### src/rtl/mem_arbiter.sv
// Arbitrates fetch and data-stage requests onto one single-port memory.
// Data wins ties, and a wait-count timeout ends a transaction that never gets mem_ack.
module mem_arbiter #(
   parameter int unsigned AW      = 32,
   parameter int unsigned DW      = 32,
   parameter int unsigned TIMEOUT = 16
) (
   input  logic          clk,
   input  logic          reset,
   input  logic          if_req,
   input  logic [AW-1:0] if_addr,
   output logic [DW-1:0] if_rdata,
   output logic          if_ready,
   output logic          if_stall,
   input  logic          dm_r,
   input  logic          dm_w,
   input  logic [AW-1:0] dm_addr,
   input  logic [DW-1:0] dm_wdata,
   output logic [DW-1:0] dm_rdata,
   output logic          dm_ready,
   output logic          dm_stall,
   output logic          mem_req,
   output logic          mem_we,
   output logic [AW-1:0] mem_addr,
   output logic [DW-1:0] mem_wdata,
   input  logic [DW-1:0] mem_rdata,
   input  logic          mem_ack,
   output logic          err
);

   typedef enum logic [2:0] {StIdle, StBusyD, StBusyI, StDoneD, StDoneI} state_e;

   localparam logic [7:0] LastCnt = 8'(TIMEOUT - 1);

   state_e     state_q;
   logic [7:0] wait_cnt_q;
   logic       dm_any;
   logic       timeout;

   assign dm_any   = dm_r | dm_w;
   assign timeout  = (wait_cnt_q == LastCnt);
   assign if_stall = if_req & ~if_ready;
   assign dm_stall = dm_any & ~dm_ready;

   always_ff @(posedge clk or negedge reset) begin
      if (!reset) begin
         state_q    <= StIdle;
         wait_cnt_q <= 8'd0;
         mem_req    <= 1'b0;
         mem_we     <= 1'b0;
         mem_addr   <= '0;
         mem_wdata  <= '0;
         if_rdata   <= '0;
         dm_rdata   <= '0;
         if_ready   <= 1'b0;
         dm_ready   <= 1'b0;
         err        <= 1'b0;
      end else begin
         if_ready <= 1'b0;
         dm_ready <= 1'b0;
         err      <= 1'b0;
         unique case (state_q)
            StIdle: begin
               if (dm_any) begin
                  state_q    <= StBusyD;
                  wait_cnt_q <= 8'd0;
                  mem_req    <= 1'b1;
                  mem_we     <= dm_w;
                  mem_addr   <= dm_addr;
                  mem_wdata  <= dm_wdata;
               end else if (if_req) begin
                  state_q    <= StBusyI;
                  wait_cnt_q <= 8'd0;
                  mem_req    <= 1'b1;
                  mem_we     <= 1'b0;
                  mem_addr   <= if_addr;
                  mem_wdata  <= '0;
               end
            end
            StBusyD: begin
               if (mem_ack) begin
                  state_q  <= StDoneD;
                  mem_req  <= 1'b0;
                  dm_ready <= 1'b1;
                  if (!mem_we) dm_rdata <= mem_rdata;
               end else if (timeout) begin
                  state_q  <= StDoneD;
                  mem_req  <= 1'b0;
                  dm_ready <= 1'b1;
                  err      <= 1'b1;
                  dm_rdata <= '0;
               end else begin
                  wait_cnt_q <= wait_cnt_q + 8'd1;
               end
            end
            StBusyI: begin
               if (mem_ack) begin
                  state_q  <= StDoneI;
                  mem_req  <= 1'b0;
                  if_ready <= 1'b1;
                  if_rdata <= mem_rdata;
               end else if (timeout) begin
                  state_q  <= StDoneI;
                  mem_req  <= 1'b0;
                  if_ready <= 1'b1;
                  err      <= 1'b1;
                  if_rdata <= '0;
               end else begin
                  wait_cnt_q <= wait_cnt_q + 8'd1;
               end
            end
            StDoneD, StDoneI: state_q <= StIdle;
            default:          state_q <= StIdle;
         endcase
      end
   end

endmodule

### config.mk
export PLATFORM = sky130hd
export DESIGN_NAME = mem_arbiter
export DESIGN_NICKNAME = d
export VERILOG_FILES = /design/src/rtl/mem_arbiter.sv
export SDC_FILE = /design/constraint.sdc
export NUM_CORES = 1
export LEC_CHECK = 0
export BUFFER_PORTS_ARGS = -buffer_cell sky130_fd_sc_hd__buf_2
export CAP_MARGIN = 0
export CORE_MARGIN = 2
export CORE_UTILIZATION = 50
export CTS_CLUSTER_SIZE = 16
export DETAILED_ROUTE_END_ITERATION = 16
export GPL_TIMING_DRIVEN = 1
export PLACE_DENSITY = 0.85
export SLEW_MARGIN = 20
export SYNTH_ARGS = -nofsm -noshare
export SYNTH_HDL_FRONTEND = slang
export SYNTH_SLANG_ARGS = --single-unit
### constraint.sdc
create_clock -name clk -period 3.14 [get_ports clk]
set_input_delay 0.314 -clock clk [delete_from_list [all_inputs] [get_ports clk]]
set_output_delay 0.314 -clock clk [all_outputs]
set_load 0.01 [all_outputs]
==> results.cfg, run 1 <==
[outcome]
outcome = finished clean

[critical_path]
start_kind = flop
worst_r2r_endpoint = if_rdata[2]$_DFFE_PN0P_
worstPathMaxFanout = 34
r2r_cells = 4
r2r_slack_ns = 1.14
cp_data_required_time_ns = 3.44
crit_type = flop to flop
cp-end-kind = flop
crit_arrival_ns = 2.29
r2r-start = wait_cnt_q[4]$_DFFE_PN0P_

[logic_synthesis]
postSynthAreaPerCell_um2 = 12.9
yosysWarnings = 0
syn_nets = 581
synth_top_area_frac = 0.627
synth.distinct_cells = 46
synth-edff-count = 0
seq_area_frac_synth = 0.627
netlist_instances = 446
synth_flop_cell = dfrtp_1
yosys_register_bits = 144
async_reset_ff_frac = 1.00
yosys.area.top_type = dfrtp_1
synth.area.top_cells = dfrtp_1, a22o_1, mux2i_1
syn-cell-area_mm2 = 0.00575

[sta]
final.min_clock_period_ns = 2.00
rsz0062_at_grt = no
slew_headroom = 0.355
tightest_slew_ns = 0.965
finalHoldViolations = 0
skew_ns = 0.0166
finalSetupViolCount = 0
fin_setup_tns_ns = 0
fmax_mhz = 501
period_share = 0.636
drv_slew = 0

[hold_path]
worstHoldPathCells = 2
min_to = mem_wdata[7]$_DFFE_PN0P_
hold_path.class = input port to flop
min-delay-start = dm_wdata[7]

[global_route]
grt_pass1_vias = 4848
grt.total_usage = 0.247
grt_antenna_before_repair = 0
grt_overflow = 0
grt_start_max_net_pins = 101
grt_pass1_wl_mm = 24.0

[cells_and_area]
antenna_cells = 0
final_nets = 840
utilization = 0.682
syn2layout_area_growth_pct = 34.3
fillerInstances = 826
layout-drive-gt1-share = 0.440

[drt]
viasPerCell = 5.53
drc = 0
wl_per_cell_um = 17.7
drtIter0Drc = 288
ant_nets = 0
num_vias = 4749
drt_pass1_iterations = 5
routed_wl_mm = 15.2

[clocking]
clockBufferDepth = 2
cts_setup_buffers = 0
clkLatencyLatePin_ns = 0.42
cts_root_buf = clkbuf_16
clkSlewWorstSetupHoldPaths_ns = 0.06
cts.htree.levels = 4
cts_tree = built
clock_sinks = 144
cts_resized = 0
cts_buffers = 17

[power_and_ir_drop]
ir_worst_vdd_v = 0.000750
pwr_density_cell_mw_per_mm2 = 1050
leakage_nw = 4.09

[die]
initial_utilization = 0.508
die_area_mm2 = 0.0124
die_w_um = 111
io_pins = 269
die_h_um = 111
rows = 39
core-area_mm2 = 0.0113

[job]
maxCapViolCount = 0

[placed_design]
place.gp.congestion = 0.870
portBuffers = 268
hpwlAfterDp_mm = 10.7
## critical path: stages, from the launching register on
cell	delay [ns]
dfrtp_1	0.48
nor4_4	0.36
a41o_2	0.30
nand3_4	0.36
a22o_1	0.39
## cells in the final DEF, fill, tap and decap left out, types with 2 or more instances in the layout
cell	n
clkinv_2	4
nand2_1	42
a41oi_1	2
nor2b_1	2
clkbuf_8	4
and2_1	2
and3_1	2
clkbuf_1	3
nor2_1	5
inv_1	2
mux2i_1	33
nor2_2	2
o211ai_1	2
nand3_1	4
o21ai_0	21
inv_2	2
o21ai_1	14
a31oi_1	2
a21o_1	2
buf_2	267
nor3_1	2
a21oi_1	4
dfrtp_1	144
a22o_1	96
buf_12	2
buf_4	5
clkbuf_16	17
a32o_1	2
and4b_1	2
## what timing repair did
action | CTS | global route
endpoints found under the setup margin | 0 | 0
hold endpoints to repair | 79 | 0
hold buffers | 1 | 0
## where the power goes
| group | internal [mW] | switching, mW |
|---|---|---|
| Clock | 1.16 | 0.713 |
| Sequential | 2.69 | 0.504 |
| Combinational | 1.39 | 1.68 |
## state kept, by name, summed over array words and instances, names as in the netlist
signal,cells
state_q,3
mem_we,1
wait_cnt_q,8
if_ready,1
err,1
mem_addr,32
if_rdata,32
dm_ready,1
mem_req,1
dm_rdata,32
mem_wdata,32
## per-stage QoR
| stage | std cells | setup WS [ns] | power [mW] | area (um2) | hold WS (ns) |
|---|---|---|---|---|---|
| 2_1_floorplan | 446 | 1.50 | 4.99 | 5750 | 0.0184 |
| 3_3_place_gp | 828 | 1.24 | 6.14 | 7160 | 0.367 |
| 3_5_place_dp | 828 | 1.16 | 6.28 | 7160 | 0.379 |
| 4_1_cts | 859 | 1.13 | 8.18 | 7720 | 0.0935 |
| 5_1_grt | 859 | 1.03 | 8.60 | 7720 | 0.0993 |
| 6_report | 859 | 1.14 | 8.14 | 7720 | 0.110 |
## cells in the mapped netlist (3+ instances only)
master	number
nand3_1	4
nor2_1	6
buf_2	16
buf_4	3
nand2_1	42
mux2i_1	33
a22o_1	96
dfrtp_1	144
clkbuf_1	12
buf_6	5
a21oi_1	4
o21ai_0	21
o21ai_1	14
## kinds of logic after synthesis
group                      after synthesis  synth area share
DFF                                    144             0.627
muxes                                   33            0.0575
xor gates and xnor gates                 1           0.00152
adders and majority gates                1           0.00218
buffers and inverters                   40            0.0381
AOI/OAI and AO/OA                      154             0.209
and+or+nand+nor                         73            0.0646
## final cells by class
type                            instances  area (um2)  share of cell area
Clock buffer                           24         492              0.0637
Sequential cell                       144        3600               0.467
Clock inverter                          6        57.6             0.00745
Timing Repair Buffer                  276        1440               0.186
Tap cell                              143         179              0.0232
Inverter                                4        15.0             0.00194
Multi-Input combinational cell        262        1940               0.251
## routing by layer
metal	track usage	part of all wire	vias up
met2	0.403	0.51	227
met5	0	0	-
met1	0.300	0.39	2314
met4	0.147	0.036	0
met3	0.0596	0.064	45
li1	-	-	2163
## how the worst max path moves through the flow
| stage | startpoint | slack, ns | depth (start not counted) | endpoint |
|---|---|---|---|---|
| 2_1_floorplan | wait_cnt_q[0]$_DFFE_PN0P_ | 1.50 | 7 | dm_rdata[10]$_DFFE_PN0P_ |
| 3_3_place_gp | wait_cnt_q[4]$_DFFE_PN0P_ | 1.24 | 4 | if_rdata[17]$_DFFE_PN0P_ |
| 3_5_place_dp | wait_cnt_q[4]$_DFFE_PN0P_ | 1.16 | 4 | if_rdata[2]$_DFFE_PN0P_ |
| 4_1_cts | wait_cnt_q[4]$_DFFE_PN0P_ | 1.13 | 4 | if_rdata[28]$_DFFE_PN0P_ |
| 5_1_grt | wait_cnt_q[4]$_DFFE_PN0P_ | 1.03 | 4 | if_rdata[22]$_DFFE_PN0P_ |
| 6_report | wait_cnt_q[4]$_DFFE_PN0P_ | 1.14 | 4 | if_rdata[2]$_DFFE_PN0P_ |
Note: power is estimated with default switching activity, not from simulation.
==> run 2: changes to the inputs <==
- CORE_UTILIZATION: 50 -> 42
- PLACE_DENSITY: 0.85 -> 0.76
- clock period: 3.14 -> 1.7 ns (I/O delays scaled with it)
==> run 2 against run 1 <==
Effect of this change: the flow now finishes with violations (negative hold slack); clock power increased by 110%; worst hold slack got worse by 0.11 ns; critical path depth is 1 higher; fmax increased by 19%; utilization decreased by 2.9 points; combinational power increased by 100%; count of clock-buffer cells in the layout fell by 4; clock skew shrank 0.0059 ns; final area grew 12%; critical endpoint is now if_rdata[12]$_DFFE_PN0P_.
==> results.cfg, run 2 (same netlist as run 1, synthesis figures left out) <==
[placed_design]
place.gp.congestion = 0.891
hpwlAfterDp_mm = 11.1
portBuffers = 268
pre_cts_ws_ns = 0.00826

[critical_path]
r2r_cells = 5
worstPathMaxFanout = 34
crit_arrival_ns = 1.98
start_kind = flop
worst_r2r_endpoint = if_rdata[12]$_DFFE_PN0P_
r2r-start = wait_cnt_q[5]$_DFFE_PN0P_
r2r_slack_ns = 0.02
cp-end-kind = flop
critPathLaunch = wait_cnt_q[5]$_DFFE_PN0P_
cp_data_required_time_ns = 2.00
crit_type = flop to flop

[clocking]
clock_sinks = 144
clockBufferDepth = 2
cts_tree = built
cts_root_buf = clkbuf_16
cts_buffers = 17
clkSlewWorstSetupHoldPaths_ns = 0.06
cts.htree.levels = 4
clkLatencyLatePin_ns = 0.42

[drt]
ant_nets = 0
viasPerCell = 5.32
routed_wl_mm = 17.6
drt_pass1_iterations = 5
wl_per_cell_um = 18.1
num_vias = 5172
drtIter0Drc = 310
drc = 0

[power_and_ir_drop]
power.switching_mw = 5.69
sequentialPowerShare = 0.371
p_sw_frac = 0.355
p_int_mw = 10.3
pwr_density_cell_mw_per_mm2 = 1850
ir_worst_vdd_v = 0.000904
clkPwrFrac = 0.243
p_comb_frac = 0.386
leakage_nw = 4.48

[die]
rows = 42
initial_utilization = 0.432
die_h_um = 121
io_pins = 269
die_w_um = 121
die_area_mm2 = 0.0146
core-area_mm2 = 0.0133

[cells_and_area]
final_cell_mix = buf_2, dfrtp_1, a22o_1, dlygate4sd3_1, nand2_1
syn2layout_area_growth_pct = 51.1
fillerInstances = 977
utilization = 0.653
layout-drive-gt1-share = 0.426
final_nets = 918
final_common_cell = buf_2

[sta]
fmax_mhz = 596
finalSetupViolCount = 0
drv_slew = 0
finalHoldViolations = 1
final.min_clock_period_ns = 1.68
period_share = 0.987
slew_headroom = 0.669
rsz0062_at_grt = yes
layout_setup_ws_ns = 0.0216
tightest_slew_ns = 0.490
skew_ns = 0.0107
holdWs_ns = -0.00329

[global_route]
grt.total_usage = 0.244
grt_overflow = 0
grt_pass1_wl_mm = 27.7
grt_start_max_net_pins = 93
grt_pass1_vias = 5418
grt_antenna_before_repair = 0

[hold_path]
min_to = dm_rdata[4]$_DFFE_PN0P_
hold_path.class = input port to flop
min-delay-start = mem_rdata[4]
worstHoldPathCells = 2

[outcome]
failed_checks = negative hold slack
outcome = complete, but fails checks

[job]
maxCapViolCount = 0
run 2: cell type report:
type / instances / area (um2) / share of cell area
multi-input cells: 262 / 1970 / 0.227
diodes: 1 / 2.50 / 0.000288
repair buffers: 354 / 2260 / 0.261
clock inverters: 11 / 164 / 0.0189
well taps: 176 / 220 / 0.0253
clock buffers: 20 / 447 / 0.0514
inverters: 4 / 15.0 / 0.00173
flip-flops and latches: 144 / 3610 / 0.415
run 2: worst max path at each step:
stage                                end  slack (ns)  depth (start not counted)
6_report        if_rdata[12]$_DFFE_PN0P_        0.02                          5
5_1_grt          if_rdata[0]$_DFFE_PN0P_       -0.07                          5
4_1_cts         if_rdata[19]$_DFFE_PN0P_       0.002                          5
3_5_place_dp   wait_cnt_q[0]$_DFFE_PN0P_       0.008                          5
3_3_place_gp   wait_cnt_q[4]$_DFFE_PN0P_        0.06                          5
2_1_floorplan   dm_rdata[10]$_DFFE_PN0P_        0.06                          7
run 2: worst max-delay path, cell delays in order, from the launching register on:
cell and delay, ns:
dfrtp_1 0.40, nor4_4 0.34, a41o_2 0.29, nand3_4 0.09, buf_12 0.18, a22o_1 0.25
run 2: per-stage QoR:
step	area, um2	TNS (ns)	total power, mW	cells
after floorplan	5750	0	9.22	446
after global placement	7410	0	11.6	876
after detailed placement	7410	0	11.9	876
after CTS	8650	0	15.9	970
after global routing	8680	-1.91	16.9	971
final	8690	0	16.0	972
run 2: what timing repair did:
| item | in CTS | in global routing |
|---|---|---|
| endpoints found under the hold margin | 124 | 0 |
| hold buffers | 63 | 0 |
| pin swaps | 0 | 1 |
| gates resized for setup | 1 | 7 |
| endpoints found under the setup margin | 2 | 108 |
| setup buffers | 0 | 1 |
run 2: metal layers:
layer  part of all wire  track usage  vias up
met5                  0            0        -
met4              0.043        0.125        0
met3              0.060       0.0644       64
met2               0.52        0.412      257
met1               0.38        0.285     2528
li1                   -            -     2323
run 2: power groups by stage:
stage | registers, mW | logic (mW) | clock network (mW)
finish | 5.95 | 6.20 | 3.89
global route | 6.11 | 6.69 | 4.10
CTS | 5.86 | 6.12 | 3.93
detailed placement | 5.85 | 6.00 | 0
global placement | 5.84 | 5.79 | 0
floorplan | 6.47 | 2.75 | 0
==> run 3: changes to the inputs <==
- HOLD_SLACK_MARGIN: default -> 0.03
==> run 3 against run 2 <==
Effect of this change: critical endpoint unchanged; count of clock-buffer cells in the layout is the same; worst setup slack lost 0.00052 ns; critical path depth is the same; fmax barely moved; the flow now finishes without violations.
==> results.cfg, run 3 (same netlist as run 1, synthesis figures left out) <==
[critical_path]
crit_arrival_ns = 1.98
r2r_cells = 5
start_kind = flop
cp_data_required_time_ns = 2.00
worstPathMaxFanout = 34
critPathLaunch = wait_cnt_q[5]$_DFFE_PN0P_
worst_r2r_endpoint = if_rdata[12]$_DFFE_PN0P_
r2r_slack_ns = 0.02
crit_type = flop to flop
cp-end-kind = flop
r2r-start = wait_cnt_q[5]$_DFFE_PN0P_

[sta]
fin_setup_tns_ns = 0
rsz0062_at_grt = yes
holdWs_ns = 0.0437
finalSetupViolCount = 0
skew_ns = 0.0104
drv_slew = 0
fmax_mhz = 596
tightest_slew_ns = 0.458
final.min_clock_period_ns = 1.68
finalHoldViolations = 0
period_share = 0.988
layout_setup_ws_ns = 0.0210
slew_headroom = 0.691

[hold_path]
hold_path.class = input port to flop
worstHoldPathCells = 3
min-delay-start = if_addr[21]
min_to = mem_addr[21]$_DFFE_PN0P_

[drt]
drc = 0
viasPerCell = 5.31
routed_wl_mm = 17.7
num_vias = 5207
wl_per_cell_um = 18.1
drt_pass1_iterations = 4
ant_nets = 0
drtIter0Drc = 344

[cells_and_area]
final_nets = 926
final_cell_mix = buf_2, dfrtp_1, a22o_1, dlygate4sd3_1, nand2_1
fillerInstances = 972
final_common_cell = buf_2
layout-drive-gt1-share = 0.422
syn2layout_area_growth_pct = 52.5

[global_route]
grt.total_usage = 0.245
grt_pass1_vias = 5479
grt_start_max_net_pins = 93
grt_overflow = 0
grt_antenna_before_repair = 0
grt_pass1_wl_mm = 27.9

[clocking]
clockBufferDepth = 2
cts_tree = built
clock_sinks = 144
cts_buffers = 17
cts.htree.levels = 4
clkLatencyLatePin_ns = 0.42
cts_root_buf = clkbuf_16
clkSlewWorstSetupHoldPaths_ns = 0.06

[die]
die_area_mm2 = 0.0146
die_h_um = 121
initial_utilization = 0.432
core-area_mm2 = 0.0133
io_pins = 269
rows = 42
die_w_um = 121

[placed_design]
pre_cts_ws_ns = 0.00826
place.gp.congestion = 0.891
portBuffers = 268
hpwlAfterDp_mm = 11.1

[power_and_ir_drop]
pwr_density_cell_mw_per_mm2 = 1830
ir_worst_vdd_v = 0.000905
leakage_nw = 4.51

[outcome]
outcome = finished clean

[job]
maxCapViolCount = 0
-- run 3: cell type report --
type / instances / area (um2) / share of cell area
Sequential cell: 144 / 3610 / 0.411
Timing Repair Buffer: 362 / 2340 / 0.267
Multi-Input combinational cell: 262 / 1970 / 0.225
Clock buffer: 20 / 447 / 0.0509
Tap cell: 176 / 220 / 0.0251
Clock inverter: 11 / 164 / 0.0187
Inverter: 4 / 15.0 / 0.00171
Antenna cell: 1 / 2.50 / 0.000285
-- run 3: per-layer routing --
metal | part of all wire | GRT usage
met2 | 0.52 | 0.412
met1 | 0.38 | 0.289
met3 | 0.058 | 0.0620
met4 | 0.042 | 0.131
met5 | 0 | 0
-- run 3: worst max-delay path by stage --
stage          slack (ns)                   endpoint
3_5_place_dp        0.008  wait_cnt_q[0]$_DFFE_PN0P_
4_1_cts             0.002   if_rdata[19]$_DFFE_PN0P_
2_1_floorplan        0.06   dm_rdata[10]$_DFFE_PN0P_
6_report             0.02   if_rdata[12]$_DFFE_PN0P_
5_1_grt             -0.08    if_rdata[0]$_DFFE_PN0P_
3_3_place_gp         0.06  wait_cnt_q[4]$_DFFE_PN0P_
-- run 3: per-stage QoR --
step	utilization	total power, mW	area (um2)	std cells
after detailed placement	0.557	11.9	7410	876
after floorplan	-	9.22	5750	446
after global routing	0.659	16.9	8760	979
after global placement	0.557	11.6	7410	876
after CTS	0.657	15.9	8730	978
final	0.659	16.1	8770	980
-- run 3: power by group --
group | switching (mW) | leakage [nW] | internal, mW
combinational | 3.32 | 2.40 | 2.91
clock | 1.42 | 0.296 | 2.48
sequential | 0.982 | 1.81 | 4.97
-- run 3: timing repair --
action / in CTS / in global routing
pin swaps: 0 / 1
setup buffers: 0 / 1
endpoints found under the hold margin: 141 / 0
hold buffers: 71 / 0
resized for setup: 1 / 7
endpoints found under the setup margin: 2 / 108
-- run 3: worst max-delay path, cell delays in order, from the launching register on --
cell,delay [ns]
dfrtp_1,0.40
nor4_4,0.34
a41o_2,0.29
nand3_4,0.09
buf_12,0.18
a22o_1,0.25
